[config.mk]
export PLATFORM = sky130hd
export DESIGN_NAME = speed_display_flat
export DESIGN_NICKNAME = d
export VERILOG_FILES = /design/src/rtl/speed_display_pkg.sv /design/src/rtl/speed_display_if.sv /design/src/rtl/speed_display_seg7_decode.sv /design/src/rtl/speed_display.sv /design/src/flat_wrapper.sv
export SDC_FILE = /design/constraint.sdc
export NUM_CORES = 1
export LEC_CHECK = 0
export ABC_AREA = 1
export CAP_MARGIN = 10
export CELL_PAD_IN_SITES_DETAIL_PLACEMENT = 1
export CELL_PAD_IN_SITES_GLOBAL_PLACEMENT = 2
export CORE_ASPECT_RATIO = 0.6
export CORE_MARGIN = 8
export CORE_UTILIZATION = 35
export CTS_BUF_LIST = sky130_fd_sc_hd__clkbuf_16
export DETAILED_ROUTE_END_ITERATION = 10
export PLACE_DENSITY_LB_ADDON = 0.1
export SLEW_MARGIN = 20
export SYNTH_ARGS = -nofsm -noshare
export SYNTH_HDL_FRONTEND = slang
export SYNTH_SLANG_ARGS = --single-unit
[constraint.sdc]
create_clock -name clk -period 2.1 [get_ports clk]
set_input_delay 0.315 -clock clk [delete_from_list [all_inputs] [get_ports clk]]
set_output_delay 0.315 -clock clk [all_outputs]
set_load 0.1 [all_outputs]
[src/rtl/speed_display_pkg.sv]
`default_nettype none
// ============================================================================
//  Module      : speed_display_pkg
//  Description : Shared types and constants for the speed display stage.
//                Holds the converter state enum, the active-low 7-segment
//                digit table, the blank pattern, the digit-enable reset
//                value and the double-dabble nibble adjust helper.
//  Revision    : 1.0 - initial release
// ============================================================================
package speed_display_pkg;

    typedef enum logic [1:0] {
        ST_IDLE  = 2'd0,
        ST_SHIFT = 2'd1,
        ST_DONE  = 2'd2
    } conv_state_t;

    // Segment order is {g,f,e,d,c,b,a}; a segment is lit when its bit is 0.
    localparam logic [6:0] SEG_BLANK = 7'b1111111;

    // Packed table: element [n] is the pattern for decimal digit n.
    localparam logic [9:0][6:0] SEG_TABLE = {
        7'b0010000,   // 9
        7'b0000000,   // 8
        7'b1111000,   // 7
        7'b0000010,   // 6
        7'b0010010,   // 5
        7'b0011001,   // 4
        7'b0110000,   // 3
        7'b0100100,   // 2
        7'b1111001,   // 1
        7'b1000000    // 0
    };

    // Units digit enabled out of reset.
    localparam logic [2:0] AN_RESET = 3'b110;

    // Double-dabble correction: a nibble of 5 or more would reach 10 or more
    // after the shift, so pre-add 3 to carry into the next decade.
    function automatic logic [3:0] bcd_adjust(input logic [3:0] n);
        return (n >= 4'd5) ? (n + 4'd3) : n;
    endfunction

endpackage
`default_nettype wire

[src/rtl/speed_display_if.sv]
`default_nettype none
// ============================================================================
//  Module      : speed_display_if
//  Description : Bus between the speed source and the display stage.
//                speed : 8-bit unsigned speed word into the display
//                seg   : 7-bit active-low segment drive
//                an    : 3-bit active-low digit enable (an[0] = units)
//                upd   : one-cycle pulse when new digits are loaded
//                master drives speed and observes the display outputs;
//                slave is the display stage itself.
//  Revision    : 1.0 - initial release
// ============================================================================
interface speed_display_if;
    logic [7:0] speed;
    logic [6:0] seg;
    logic [2:0] an;
    logic       upd;

    modport master (output speed, input seg, input an, input upd);
    modport slave  (input speed, output seg, output an, output upd);
endinterface
`default_nettype wire

[src/rtl/speed_display_seg7_decode.sv]
`default_nettype none
// ============================================================================
//  Module      : seg7_decode
//  Description : Combinational BCD digit to active-low 7-segment pattern.
//                digit : 4-bit BCD input (10..15 decode to blank)
//                blank : forces the blank pattern when high
//                seg   : 7-bit active-low pattern, seg[0] = a .. seg[6] = g
//  Revision    : 1.0 - initial release
// ============================================================================
module seg7_decode
    import speed_display_pkg::*;
(
    input  wire logic [3:0] digit,
    input  wire logic       blank,
    output logic      [6:0] seg
);

    always_comb begin
        seg = SEG_BLANK;
        if (!blank && (digit <= 4'd9)) begin
            seg = SEG_TABLE[digit];
        end
    end

endmodule
`default_nettype wire

[src/rtl/speed_display.sv]
`default_nettype none
// ============================================================================
//  Module      : speed_display
//  Description : Converts an 8-bit speed word to three BCD digits with a
//                sequential double-dabble engine (one iteration per cycle)
//                and scans them onto a multiplexed common-anode 3-digit
//                7-segment display.
//                clk   : system clock
//                reset : synchronous active-high reset
//                bus   : speed_display_if.slave (speed in; seg, an, upd out)
//                DWELL_CYC : cycles each digit stays enabled
//                Build option SPEED_DISPLAY_BLANK_EN enables leading-zero
//                blanking of the hundreds and tens digits.
//  Revision    : 1.0 - initial release
// ============================================================================
module speed_display
    import speed_display_pkg::*;
#(
    parameter int DWELL_CYC = 40000
) (
    input  wire logic       clk,
    input  wire logic       reset,
    speed_display_if.slave  bus
);

    localparam int             c_DW         = (DWELL_CYC > 1) ? $clog2(DWELL_CYC) : 1;
    localparam logic [c_DW-1:0] c_DWELL_LAST = c_DW'(DWELL_CYC - 1);

    // ------------------------------------------------------------------
    // Converter FSM
    // ------------------------------------------------------------------
    conv_state_t r_state;
    conv_state_t w_state_nxt;

    logic [19:0] r_sr;        // {bcd[11:0], bin[7:0]}
    logic [2:0]  r_cnt;       // shift iteration 0..7
    logic [7:0]  r_cap;       // value under conversion
    logic [7:0]  r_last;      // last value fully converted
    logic [3:0]  r_d2, r_d1, r_d0;
    logic        r_upd;

    logic        w_capture;
    logic        w_shift;
    logic        w_load;
    logic [11:0] w_adj;

    always_ff @(posedge clk) begin
        if (reset) begin
            r_state <= ST_IDLE;
        end else begin
            r_state <= w_state_nxt;
        end
    end

    always_comb begin
        w_state_nxt = r_state;
        case (r_state)
            ST_IDLE:  if (bus.speed != r_last) w_state_nxt = ST_SHIFT;
            ST_SHIFT: if (r_cnt == 3'd7)       w_state_nxt = ST_DONE;
            ST_DONE:  w_state_nxt = ST_IDLE;
            default:  w_state_nxt = ST_IDLE;
        endcase
    end

    always_comb begin
        w_capture = (r_state == ST_IDLE) && (bus.speed != r_last);
        w_shift   = (r_state == ST_SHIFT);
        w_load    = (r_state == ST_DONE);
    end

    assign w_adj = {bcd_adjust(r_sr[19:16]), bcd_adjust(r_sr[15:12]), bcd_adjust(r_sr[11:8])};

    always_ff @(posedge clk) begin
        if (reset) begin
            r_sr   <= '0;
            r_cnt  <= '0;
            r_cap  <= '0;
            r_last <= '0;
            r_d2   <= '0;
            r_d1   <= '0;
            r_d0   <= '0;
            r_upd  <= 1'b0;
        end else begin
            r_upd <= w_load;
            if (w_capture) begin
                r_sr  <= {12'd0, bus.speed};
                r_cap <= bus.speed;
                r_cnt <= '0;
            end else if (w_shift) begin
                // The top adjusted bit is dropped; 255 never fills it.
                r_sr  <= {w_adj[10:0], r_sr[7:0], 1'b0};
                r_cnt <= r_cnt + 3'd1;
            end
            if (w_load) begin
                r_d2   <= r_sr[19:16];
                r_d1   <= r_sr[15:12];
                r_d0   <= r_sr[11:8];
                r_last <= r_cap;
            end
        end
    end

    // ------------------------------------------------------------------
    // Digit scan. The digit about to be enabled is decoded ahead of the
    // switch edge so an and seg change together with no ghost cycle.
    // ------------------------------------------------------------------
    logic [c_DW-1:0] r_dwell;
    logic [1:0]      r_idx;
    logic [2:0]      r_an;
    logic [6:0]      r_seg;

    logic            w_wrap;
    logic [1:0]      w_idx_nxt;
    logic [3:0]      w_digit;
    logic            w_blank;
    logic [6:0]      w_seg;

    assign w_wrap    = (r_dwell == c_DWELL_LAST);
    assign w_idx_nxt = (r_idx == 2'd2) ? 2'd0 : (r_idx + 2'd1);

    always_comb begin
        w_digit = r_d0;
        w_blank = 1'b0;
        case (w_idx_nxt)
            2'd1:    w_digit = r_d1;
            2'd2:    w_digit = r_d2;
            default: w_digit = r_d0;
        endcase
`ifdef SPEED_DISPLAY_BLANK_EN
        if (w_idx_nxt == 2'd2) w_blank = (r_d2 == 4'd0);
        if (w_idx_nxt == 2'd1) w_blank = (r_d2 == 4'd0) && (r_d1 == 4'd0);
`endif
    end

    seg7_decode u_seg7_decode (
        .digit (w_digit),
        .blank (w_blank),
        .seg   (w_seg)
    );

    always_ff @(posedge clk) begin
        if (reset) begin
            r_dwell <= '0;
            r_idx   <= 2'd0;
            r_an    <= AN_RESET;
            r_seg   <= SEG_TABLE[0];
        end else if (w_wrap) begin
            r_dwell <= '0;
            r_idx   <= w_idx_nxt;
            r_an    <= ~(3'b001 << w_idx_nxt);
            r_seg   <= w_seg;
        end else begin
            r_dwell <= r_dwell + c_DW'(1);
        end
    end

    assign bus.seg = r_seg;
    assign bus.an  = r_an;
    assign bus.upd = r_upd;

endmodule
`default_nettype wire

[src/flat_wrapper.sv]
// flat-port wrapper written by rule: the top's interface ports become plain ports
module speed_display_flat import speed_display_pkg::*;
#(
    parameter int DWELL_CYC = 40000
)
  (clk, reset, bus_speed, bus_seg, bus_an, bus_upd);
  speed_display_if bus_i ();
  input  wire logic clk;
  input  wire logic reset;
  input wire logic [$bits(bus_i.speed)-1:0] bus_speed;
  output wire logic [$bits(bus_i.seg)-1:0] bus_seg;
  output wire logic [$bits(bus_i.an)-1:0] bus_an;
  output wire logic [$bits(bus_i.upd)-1:0] bus_upd;
  assign bus_i.speed = bus_speed;
  assign bus_seg = bus_i.seg;
  assign bus_an = bus_i.an;
  assign bus_upd = bus_i.upd;
  speed_display #(.DWELL_CYC(DWELL_CYC)) u_core (.clk(clk), .reset(reset), .bus(bus_i));
endmodule
==> results.json <==
{
  "clock_power_share_pct": 49.7,
  "holdWs_ns": 0.4508,
  "path_class": "reg2reg",
  "ys.warnings.count": 0,
  "cts_hold_buf": 0,
  "seqPwrFrac_pct": 45.1,
  "core_um2": 10600,
  "async_flop_share_pct": 0,
  "hpwl_um": 7300,
  "dr.pass1.iters": 4,
  "synth_cell_types": 36,
  "clock_skew_ns": 0.009719,
  "htreeDepth": 3,
  "antennaDiodeCount": 0,
  "yosys.area.top_type": "dfxtp_1",
  "crit_path_end_kind": "flop",
  "portBuffers": 20,
  "cts_inserted_buffers": 9,
  "overflow": 0,
  "syn_to_final_growth_pct": 18.12,
  "routedWlPerCell_um": 14.71,
  "die-area_um2": 14590,
  "cts_tree": "done",
  "power_switching_w": 0.0007544,
  "finalNonFillerCells": 667,
  "p_int_w": 0.002801,
  "power_frac_comb_pct": 5.1,
  "switching_share_pct": 21.22,
  "syn-cell-area_um2": 3811,
  "yosysMostFrequentCell": "dfxtp_1",
  "antenna_left": 0,
  "drc_errors": 0,
  "drt-vias-per-instance": 4.819,
  "power_w": 0.003555,
  "fp.dieH_um": 96.83,
  "routed_wl_um": 9811,
  "place_ws_ns": -0.03592,
  "ys_ff_latch": 82,
  "synth_top_flop_cell": "dfxtp_1",
  "initialDrtViolationCount": 149,
  "multi_input_area_um2": 1823,
  "gp_congestion": 0.7486,
  "synth_top_area_share_pct": 43.07,
  "synth-edff-count": 0,
  "syn_nets": 522,
  "netlist_instances": 496,
  "p_leak_nw": 1.910,
  "tightest_slew_ns": 0.5349,
  "cts_sinks": 82,
  "nFillCells": 1340,
  "max_cap_viol_count": 0,
  "power.density_nw_per_um2": 789.7,
  "final_max_slew_viol_count": 0,
  "nets": 549,
  "drive_gt1_share_pct": 15.15,
  "hold_violations": 0,
  "path_max_fanout": 6,
  "clk_pin_slew_worst_paths_ns": 0.06,
  "grt_pass1_wl_um": 16590,
  "cts_buffer_depth": 2,
  "ir_worst_vdd_mv": 0.4173,
  "register_area_um2": 1643,
  "hp-class": "reg2reg",
  "root_buffer": "clkbuf_16",
  "antenna_found_initial": 0,
  "num_vias": 3214,
  "dp_cells": 648,
  "grt_pass1_vias": 3261,
  "crit_arrival_ns": 2.13,
  "fp-row-count": 29,
  "track_usage_pct": 14.17,
  "clock_latency_ns": 0.34,
  "rsz0062_at_grt": "no",
  "setup_viol": 0,
  "yosys-top-cells-count": "82 x dfxtp_1, 69 x nand2_1, 62 x inv_1",
  "start_kind": "flop",
  "ys_seq_area_share_pct": 43.07,
  "die_x_um": 150.7,
  "synth.avg_cell_area_um2": 7.684,
  "tns_ns": 0,
  "timing.final.ws_setup_ns": 0.2046,
  "num_io_pins": 21,
  "fin_crit_ns": 1.895,
  "synth_area_leaders": "dfxtp_1 43%, nand2_1 6.8%, inv_1 6.1%, nor2_1 5.7%, ha_1 5.3%",
  "fmax_mhz": 527.6,
  "grt_max_degree": 28,
  "required_ns": 2.33,
  "outcome": "finished clean",
  "slew-limit-headroom_pct": 64.30,
  "fin_crit_sh_pct": 90.25,
  "start_util_pct": 35.97
}
flip-flops by register name (all words and copies together), names as in the netlist, 3 cells and up:
name            count
u_core.r_d2         4
u_core.r_last       8
u_core.r_cnt        3
u_core.r_dwell     16
u_core.r_cap        8
u_core.r_d0         4
u_core.r_sr        20
u_core.bus.an       3
u_core.r_d1         4
u_core.bus.seg      7
per-stage QoR:
| step | util, % | cell area, um2 |
|---|---|---|
| floorplan | - | 3811 |
| global placement | 39.02 | 4134 |
| detailed placement | 39.02 | 4134 |
| CTS | 42.24 | 4476 |
| global route | 42.49 | 4502 |
| finish | 42.49 | 4502 |
critical path, cell delays in order, from the launching register on:
cell      delay (ns)
dfxtp_2         0.35
nor2_2          0.18
inv_1           0.09
nor2_1          0.20
nor3_4          0.09
buf_4           0.14
buf_4           0.13
ha_1            0.28
nor2_2          0.13
nand3b_1        0.13
a21oi_1         0.07
power by group through the flow:
stage / Combinational [W] / Clock (W) / Sequential (W)
after floorplan: 0.000120 / 0 / 0.00163
after global placement: 0.000181 / 0 / 0.00164
after detailed placement: 0.000184 / 0 / 0.00164
after CTS: 0.000185 / 0.00182 / 0.00160
after global routing: 0.000207 / 0.00189 / 0.00161
final: 0.000183 / 0.00177 / 0.00160
timing repair:
action                                  in CTS  in global routing
endpoints found under the setup margin       4                  7
resized for setup                            1                  3
setup buffers                                0                  3
pin swaps                                    0                  1
worst paths after layout:
check | from | to | slack (ns) | cells after the start
max | u_core.r_idx[0] | u_core.bus.seg[3] | 0.20 | 10
min | u_core.r_dwell[0] | u_core.r_dwell[0] | 0.45 | 1
max reg2reg | u_core.r_idx[0] | u_core.bus.seg[3] | 0.20 | 10
min reg2reg | u_core.r_dwell[0] | u_core.r_dwell[0] | 0.45 | 1
layout make-up:
cell class | instances | share of cell area (%)
inverter | 70 | 5.864
tap | 139 | 3.863
multi-input combinational | 328 | 40.49
clock buffer | 9 | 5.003
sequential | 82 | 36.49
timing repair buffer | 32 | 5.837
clock inverter | 7 | 2.446
routing by layer:
metal	vias to the layer above	track usage (%)	part of all wire, %
li1	1651	-	-
met1	1525	21.33	57
met2	31	18.71	38
met3	7	4.093	3.8
met4	0	4.012	1.0
met5	-	0	0
cells in the final DEF, fill, tap and decap left out, drive strengths merged:
cell and n:
or2 5, nand2 78, clkdlybuf4s50 9, o22ai 2, xnor2 6, dfxtp 82, nor3 9, a31oi 1
clkinv 3, inv 71, xor2 10, nand4 17, ha 16, nand3b 2, a22oi 5, buf 23
o211ai 1, o21ai 49, a21oi 41, nand3 20, bufinv 3, clkbuf 9, nor2 66
cells by family after synthesis:
| logic type | count (synthesis) | synth area share, % |
|---|---|---|
| and+or+nand+nor | 197 | 24.16 |
| AOI/OAI and AO/OA | 99 | 14.45 |
| buffers and inverters | 86 | 9.389 |
| DFF | 82 | 43.07 |
| xor gates and xnor gates | 16 | 3.677 |
| adders and majority gates | 16 | 5.253 |
(Power assumes the default switching activity.)
